`src/rtl/q_learning_pkg.sv`:
```
// ============================================================================
// Module      : q_learning_pkg
// Description : Types and constants shared across the Q-learning update path.
// Revision    : 1.0 - initial release
// ============================================================================
`default_nettype none

package q_learning_pkg;

    localparam int DATA_WIDTH = 32;

    typedef struct packed {
        logic        sign;
        logic [7:0]  exp;
        logic [22:0] mant;
    } fp32_t;

    typedef enum logic [1:0] {
        S_IDLE  = 2'd0,
        S_READ  = 2'd1,
        S_DRAIN = 2'd2,
        S_DONE  = 2'd3
    } q_state_e;

    // Learning constants consumed by the updater (binary32: 0.9 and 0.1)
    localparam logic [31:0] GAMMA_FP32 = 32'h3F666666;
    localparam logic [31:0] ALPHA_FP32 = 32'h3DCCCCCD;

endpackage

`default_nettype wire

```
`src/rtl/fp_greater.sv`:
```
// ============================================================================
// Module      : fp_greater
// Description : Combinational a > b on binary32 values; +0 and -0 are equal.
// Revision    : 1.0 - initial release
// ============================================================================
`default_nettype none

module fp_greater
    import q_learning_pkg::*;
(
    input  logic [DATA_WIDTH-1:0] i_a,
    input  logic [DATA_WIDTH-1:0] i_b,
    output logic                  o_gt
);

    fp32_t       w_a;
    fp32_t       w_b;
    logic [30:0] w_a_mag;
    logic [30:0] w_b_mag;
    logic        w_both_zero;

    assign w_a         = fp32_t'(i_a);
    assign w_b         = fp32_t'(i_b);
    assign w_a_mag     = {w_a.exp, w_a.mant};
    assign w_b_mag     = {w_b.exp, w_b.mant};
    assign w_both_zero = (w_a_mag == 31'd0) && (w_b_mag == 31'd0);

    // Sign-magnitude order: for negatives the smaller magnitude is larger
    always_comb begin
        o_gt = 1'b0;
        if (w_both_zero) begin
            o_gt = 1'b0;
        end else if (w_a.sign != w_b.sign) begin
            o_gt = ~w_a.sign;
        end else if (w_a.sign) begin
            o_gt = (w_a_mag < w_b_mag);
        end else begin
            o_gt = (w_a_mag > w_b_mag);
        end
    end

endmodule

`default_nettype wire

```
`src/rtl/q_max_selector.sv`:
```
// ============================================================================
// Module      : q_max_selector
// Description : Scans all action Q-values of a state and returns the maximum.
//               Optional argmax output enabled by macro Q_MAX_ACTION_OUT_EN.
// Revision    : 1.0 - initial release
// ============================================================================
`default_nettype none

module q_max_selector #(
    parameter int DATA_WIDTH   = 32,
    parameter int NUM_ACTIONS  = 4,
    parameter int STATE_WIDTH  = 4,
    parameter int ACTION_WIDTH = 2
) (
    input  logic                                clk,
    input  logic                                rst_n,
    input  logic                                i_valid,
    input  logic [STATE_WIDTH-1:0]              i_next_state,
    output logic                                o_rd_en,
    output logic [STATE_WIDTH+ACTION_WIDTH-1:0] o_rd_addr,
    input  logic [DATA_WIDTH-1:0]               i_rd_data,
    output logic [DATA_WIDTH-1:0]               o_max_q,
`ifdef Q_MAX_ACTION_OUT_EN
    output logic [ACTION_WIDTH-1:0]             o_max_action,
`endif
    output logic                                o_valid,
    output logic                                o_busy
);

    import q_learning_pkg::*;

    localparam logic [ACTION_WIDTH-1:0] c_LAST_ACTION = ACTION_WIDTH'(NUM_ACTIONS - 1);

    q_state_e                r_state;
    q_state_e                w_state_nxt;
    logic [STATE_WIDTH-1:0]  r_state_idx;
    logic [ACTION_WIDTH-1:0] r_act_cnt;
    logic                    r_rd_pend;
    logic [ACTION_WIDTH-1:0] r_rd_act;
    logic [DATA_WIDTH-1:0]   r_max_q;
    logic                    w_last_rd;
    logic                    w_accept;
    logic                    w_gt;
    logic                    w_take;

    assign w_last_rd = (r_act_cnt == c_LAST_ACTION);
    assign w_accept  = (r_state == S_IDLE) && i_valid;

    always_ff @(posedge clk or negedge rst_n) begin
        if (!rst_n) begin
            r_state <= S_IDLE;
        end else begin
            r_state <= w_state_nxt;
        end
    end

    always_comb begin
        w_state_nxt = r_state;
        case (r_state)
            S_IDLE:  if (i_valid)   w_state_nxt = S_READ;
            S_READ:  if (w_last_rd) w_state_nxt = S_DRAIN;
            S_DRAIN: w_state_nxt = S_DONE;
            S_DONE:  w_state_nxt = S_IDLE;
            default: w_state_nxt = S_IDLE;
        endcase
    end

    // Read address generation; the state index is frozen for the whole scan
    always_ff @(posedge clk or negedge rst_n) begin
        if (!rst_n) begin
            r_state_idx <= '0;
            r_act_cnt   <= '0;
            r_rd_pend   <= 1'b0;
            r_rd_act    <= '0;
        end else begin
            if (w_accept) begin
                r_state_idx <= i_next_state;
                r_act_cnt   <= '0;
            end else if ((r_state == S_READ) && !w_last_rd) begin
                r_act_cnt <= r_act_cnt + 1'b1;
            end
            r_rd_pend <= (r_state == S_READ);
            r_rd_act  <= r_act_cnt;
        end
    end

    fp_greater u_cmp (
        .i_a  (i_rd_data),
        .i_b  (r_max_q),
        .o_gt (w_gt)
    );

    // Action 0 seeds the running max; strict compare keeps the lowest index on ties
    assign w_take = r_rd_pend && ((r_rd_act == '0) || w_gt);

    always_ff @(posedge clk or negedge rst_n) begin
        if (!rst_n) begin
            r_max_q <= '0;
        end else if (w_take) begin
            r_max_q <= i_rd_data;
        end
    end

`ifdef Q_MAX_ACTION_OUT_EN
    logic [ACTION_WIDTH-1:0] r_max_act;

    always_ff @(posedge clk or negedge rst_n) begin
        if (!rst_n) begin
            r_max_act <= '0;
        end else if (w_take) begin
            r_max_act <= r_rd_act;
        end
    end

    assign o_max_action = r_max_act;
`endif

    assign o_rd_en   = (r_state == S_READ);
    assign o_rd_addr = {r_state_idx, r_act_cnt};
    assign o_max_q   = r_max_q;
    assign o_valid   = (r_state == S_DONE);
    assign o_busy    = (r_state != S_IDLE);

endmodule

`default_nettype wire

```
`config.mk`:
```
export PLATFORM = sky130hd
export DESIGN_NAME = q_max_selector
export DESIGN_NICKNAME = d
export VERILOG_FILES = /design/src/rtl/q_learning_pkg.sv /design/src/rtl/fp_greater.sv /design/src/rtl/q_max_selector.sv
export SDC_FILE = /design/constraint.sdc
export NUM_CORES = 1
export LEC_CHECK = 0
export BUFFER_PORTS_ARGS = -buffer_cell sky130_fd_sc_hd__buf_2
export CAP_MARGIN = 30
export CELL_PAD_IN_SITES_DETAIL_PLACEMENT = 1
export CELL_PAD_IN_SITES_GLOBAL_PLACEMENT = 1
export CORE_ASPECT_RATIO = 1.2
export CORE_UTILIZATION = 29
export DETAILED_ROUTE_END_ITERATION = 7
export GPL_TIMING_DRIVEN = 0
export PLACE_DENSITY_LB_ADDON = 0.1
export SETUP_SLACK_MARGIN = 0.2
export SLEW_MARGIN = 10
export SYNTH_ARGS = -nofsm -noshare
export SYNTH_HDL_FRONTEND = slang
export SYNTH_SLANG_ARGS = --single-unit
```
`constraint.sdc`:
```
create_clock -name clk -period 3.6 [get_ports clk]
set_clock_uncertainty 0.2 [all_clocks]
set_input_delay 0.72 -clock clk [delete_from_list [all_inputs] [get_ports clk]]
set_output_delay 0.72 -clock clk [all_outputs]
set_load 0.02 [all_outputs]
```
# After elaboration in Yosys (flattened, before gate mapping)
# Index checks and enable logic that the tools add are counted.
# Widths: inputs -> output; s select.
[op_classes] mux=8 reduce_logical=13 n_bitwise=1 magnitude_cmp=2 n_eq_ne=7 add_sub_neg=1
[ops] operator="$logic_not 31->1" n=2
[ops] operator="$gt 31x31->1" n=1
[ops] operator="$lt 31x31->1" n=1
[ops] operator="$mux 2" n=4
[ops] operator="$pmux 2 s4" n=1
[ops] operator="$eq 2x2->1 const B" n=3
[ops] operator="$logic_and 1x1->1" n=4
[ops] operator="$logic_not 2->1" n=2
[ops] operator="$reduce_bool 2->1" n=2
[ops] operator="$mux 1" n=3
[ops] operator="$add 2x1->2 const B" n=1
[ops] operator="$eq 2x1->1 const B" n=1
[ops] operator="$ne 2x1->1 const B" n=1
[ops] operator="$ne 2x2->1 const B" n=1
[ops] operator="$reduce_and 2->1" n=1
[ops] operator="$logic_not 1->1" n=1
[ops] operator="$logic_or 1x1->1" n=1
[ops] operator="$ne 1x1->1" n=1
[ops] operator="$not 1->1" n=1
[totals] input_bits=39 elab_cells=38 register_bits=43 output_inout_bits=41

# Depth between registers and ports, before layout
[logic_depth] depth_word=6 ltp_mapped=10 depth_no_buf=9

# Cells and area by module
# From an unflattened synthesis, not the netlist that was laid out.
[unflattened] cells_unflattened=239 hier_area_um2=2758.9
[by_module_without_submodules] mod="q_max_selector" seq_area_each_um2=1076.0 cells_each=104 area_each_um2=1811.7 instances=1
[by_module_without_submodules] mod="fp_greater" seq_area_each_um2=0.0 cells_each=135 area_each_um2=947.2 instances=1

# Least setup slack after synthesis
# No wires, ideal clock.
[synth_timing] path_kind="in2reg" start="in i_rd_data[28]" end="reg r_max_q[0] (netlist: o_max_q[0])" cell_stages=9 setup_ps=125 n_path_buf=1 setup_slack_ps=712 arrival_time_ps=2563 required_time_ps=3275 cell_sequence="ha_1 a21o_1 a21o_1 a22oi_1 nand4b_1 or3_1 o211a_4 buf_12 mux2_4"
[synth_via] elab_chain_len=6 elab_cells_between_ends=9 classes_between="2 x order compare; 3 x mux; 4 x reduce/logical"
[synth_rtl] element="start: declaration" line="q_max_selector.sv:21" source="input logic [DATA_WIDTH-1:0] i_rd_data,"
[synth_rtl] element="$gt 31x31->1 or $lt 31x31->1 (tied branches)" line="fp_greater.sv:38, fp_greater.sv:36"
[synth_rtl] element="$mux 1" line="fp_greater.sv:35" source="end else if (w_a.sign) begin"
[synth_rtl] element="$mux 1" line="fp_greater.sv:33" source="end else if (w_a.sign != w_b.sign) begin"
[synth_rtl] element="$mux 1 *" line="fp_greater.sv:31" source="if (w_both_zero) begin"
[synth_rtl] element="$logic_or 1x1->1 *" line="q_max_selector.sv:94" source="assign w_take = r_rd_pend && ((r_rd_act == '0) || w_gt);"
[synth_rtl] element="$logic_and 1x1->1 *" line="q_max_selector.sv:94"
[synth_rtl] element="end signal: assignment" line="q_max_selector.sv:100" source="r_max_q <= i_rd_data;"
[synth_rtl] element="end: declaration" line="q_max_selector.sv:40" source="logic [DATA_WIDTH-1:0] r_max_q;"
# Mark *: on every way between the ends. The rest lies on a longest branch, timed or not.
# A chain may end at the register's enable or synchronous reset.

# Worst setup path after layout
[layout_timing] start="in i_rd_data[0]" end="reg r_max_q[17] (netlist: o_max_q[17])"
# Same word-level chain as after synthesis.

==> summary.md <==
| Metric | Value |
|---|---|
| Internal | `1910 µW` |
| Gpl congestion | `about 0.71` |
| RSZ-0062 raised after global routing | `false` |
| CTS Sinks | `43` |
| Vias in the first global route | `around 2300` |
| Syn Area/Cell | `11.4 µm²` |
| Cell Area, Synth | `2770 µm²` |
| Critical Path Max Stage Delay | `roughly 0.5 ns` |
| Global route total overflow | `0` |
| Post-synth top area cell | `dfrtp_1` |
| Core Rows | `38` |
| Fin crit share | `82.8%` |
| Starting Density | `between 30% and 40%` |
| Clock tree buffer depth | `2` |
| Crit path max fanout | `10` |
| Async S/R FF share, synth | `100%` |
| HPWL Detailed | `5880 µm` |
| ANT nets after route | `0` |
| FILL cells | `1100` |
| PortBufs | `79` |
| Via count | `2159` |
| Total area of sequential cells | `~1100 µm²` |
| Worst setup path endpoint | `o_max_q[17]` |
| Die Ht | `109 µm` |
| Largest cells by area after synthesis | `dfrtp_1 39%, ha_1 17%, mux2_4 16%` |
| P per Cell Area | `972 nW/µm²` |
| IO Pins | `80` |
| Seq pwr share | `29.7%` |
| Layout area overhead | `24.0%` |
| Post-synth top flop | `dfrtp_1` |
| CP Class | `primary input to flip-flop` |
| Wire per inst | `15.9 µm` |
| Reg clk slew, reported paths | `about 0.08 ns` |
| Comb power frac | `about three fifths` |
| Syn. warnings | `0` |
| DRC | `0` |
| DR pass1 iterations | `3` |
| Ratio of cells with drive above 1 in the final layout | `38.7%` |
| First-pass GRT wire length | `~12000 µm` |
| Switching power total | `1430 µW` |
| Critical Path RT | `3.58 ns` |
| Worst setup SP type | `primary input` |
| Finished Core Util | `a little under two fifths` |
| Chip width | `91.3 µm` |
| Min-delay worst type | `primary input to async pin` |
| CP bufs+invs | `2` |
| Status | `finished, final reports clean` |
| Reg2Reg Setup Slack | `0.64 ns` |
| DIE AREA | `9960 µm²` |
| Max-Cap Viols | `0` |
| Iteration-0 DRC Markers | `20` |
| Final Total Pwr | `3340 µW` |
| CP top delay family | `simple AND/OR/NAND/NOR gates` |
| Register area share after synthesis | `38.8%` |
| H-tree depth | `2` |
| Synth Net Count | `319` |
| Slew HR | `approximately three fifths` |
| Placeable Area | `9180 µm²` |
| Final Hold Fails | `0` |
| Final WL | `7170 µm` |
| Post-cts sizing count | `0` |
| CTS buffer count | `5` |
| Largest net degree at the start of global routing | `24` |
| Hold Buf Count CTS | `0` |
| Nets | `406` |
| Crit path DAT | `around 3.0 ns` |
| Clock Power Share | `10.3%` |
| Cell Chain, Critical Path | `buf_2, nor4_1, nand4_1, o41ai_2, nand4b_1, or3_1, o211a_4, buf_12, mux2_4` |
| Later-pin clock latency in the skew report | `0.29 ns` |
| ANT cells | `0` |
| Number of flops mapped to enable cells by yosys | `0` |
| Initial antenna violation count | `0` |
| VDD IR max | `288 µV` |
| Leak Pwr | `approximately 0.0018 µW` |
| Synth Register Bits | `43` |
| Slew @ Worst Pin | `0.571 ns` |
| Final setup fails | `0` |
| Final Cell Area | `around 3400 µm²` |
| Peak Freq | `336 MHz` |
| Cells after Synth | `243` |
| TritonCTS clock tree | `done` |
| Endpoint class of the critical path | `flip-flop` |
| Via-to-Cell Ratio | `4.79` |
| CP Launch Point | `i_rd_data[0]` |
| Cell Area, Placed | `around 3300 µm²` |
| Worst reg-to-reg path cell count | `8` |
| Post-route minimum period | `roughly 3.0 ns` |
| Netlist cell types | `31` |
| CTS Root Cell | `clkbuf_8` |
| Critical Path Stages | `9` |
| GRT Util Overall | `between 15 and 20%` |
| Share of the synthesized area in the top cell type | `38.8%` |
| Setup TNS | `0 ns` |
| Fin Hold WS | `0.201 ns` |
| Sw frac | `42.7%` |
| Crit Reg-Reg Endpoint | `o_max_q[17]` |
| Slew Limit Fails | `0` |
| Multi-input logic area | `1490 µm²` |
| CP max stage cell | `o41ai_2` |
| RR Startpoint | `o_max_q[24]` |
| Setup repair bufs after CTS | `0` |
## cell usage after synthesis, types with 5 or more instances
library cell	instances
dfrtp_1	43
inv_1	38
ha_1	37
mux2_4	30
nor4_1	16
a21oi_1	15
nand4_1	11
nand2_1	10
mux2_2	5
nor2_1	5
o21ai_0	5
## metrics by stage
step / std cells / setup WS, ns
after floorplan: 243 / 0.712
after global placement: 442 / 0.242
after detailed placement: 443 / 0.297
after CTS: 451 / 0.592
after global routing: 451 / 0.503
final: 451 / 0.621
## cell usage in the layout, fill, tap and decap left out
cell      instances
clkbuf_1          1
a21boi_1          1
o41ai_2           1
or3_1             1
nand4_1          11
a311o_2           1
nand3_1           2
clkbuf_8          7
buf_12            4
o21ai_0           5
o31ai_1           1
a221oi_1          2
mux2_2            5
nor4_1           16
inv_1            38
nor2b_1           1
xnor2_1           1
o21ai_1           2
and4_1            1
dfrtp_1          43
a21oi_1          15
mux2_4           30
a21o_1            2
buf_2            79
a211oi_1          1
a22oi_1           1
nand2_1          10
nand4b_1          1
nand3b_1          1
nor3_1            3
nor2_1            5
ha_1             37
mux2i_1           1
o211a_4           1
## power groups by stage
| stage | registers [µW] | logic, µW | clock network [µW] |
|---|---|---|---|
| 2_1_floorplan | 1210 | 1250 | 0 |
| 3_3_place_gp | 1000 | 2000 | 0 |
| 3_5_place_dp | 1010 | 2030 | 0 |
| 4_1_cts | 997 | 2050 | 367 |
| 5_1_grt | 1030 | 2220 | 380 |
| 6_report | 991 | 2010 | 345 |
## per-layer routing
metal  GRT usage, %  part of all wire (%)
met2           27.3                    51
met5              0                     0
met4           3.74                  0.82
met3           2.86                   3.9
met1           19.6                    44
## logic make-up (layout without fill, tap and decap cells)
group           Yosys count  after routing  synth area share (%)
simple gates             52             52                  10.4
flops                    43             43                  38.8
buf+inv                  41            129                  7.31
fa+ha+maj                37             37                  16.7
mux                      36             36                  18.6
compound gates           33             33                  7.85
xor+xnor                  1              1                 0.316
## how the worst min path moves through the flow
stage / startpoint / endpoint / slack, ns / depth (start not counted)
after global routing: rst_n / o_max_q[8] / 0.23 / 1
final: rst_n / o_max_q[10] / 0.20 / 1
after CTS: rst_n / o_max_q[11] / 0.22 / 1
after detailed placement: r_act_cnt[1] / r_rd_act[1] / 0.23 / 0
after global placement: r_act_cnt[1] / r_rd_act[1] / 0.22 / 0
after floorplan: rst_n / o_max_q[0] / 0.22 / 0
## sequential cells by signal, summed over array words and instances (netlist names)
signal       count
r_rd_act         2
r_state_idx      4
r_act_cnt        2
r_state          2
o_max_q         32
r_rd_pend        1
## final cells by class
class                           instances  area share, %
Tap cell                              120           4.37
Clock buffer                            8           2.91
Buffer                                  3           1.75
Sequential cell                        43           31.3
Timing Repair Buffer                   80           12.1
Inverter                               38           4.15
Multi-Input combinational cell        159           43.4
## worst reg2reg max path, stage by stage (launching register included)
cell,delay (ns)
dfrtp_1,0.42
nor4_1,0.55
nand4_1,0.20
o41ai_2,0.50
nand4b_1,0.16
or3_1,0.12
o211a_4,0.23
buf_12,0.17
mux2_4,0.31
No activity file was read; power rests on OpenSTA's default activity.
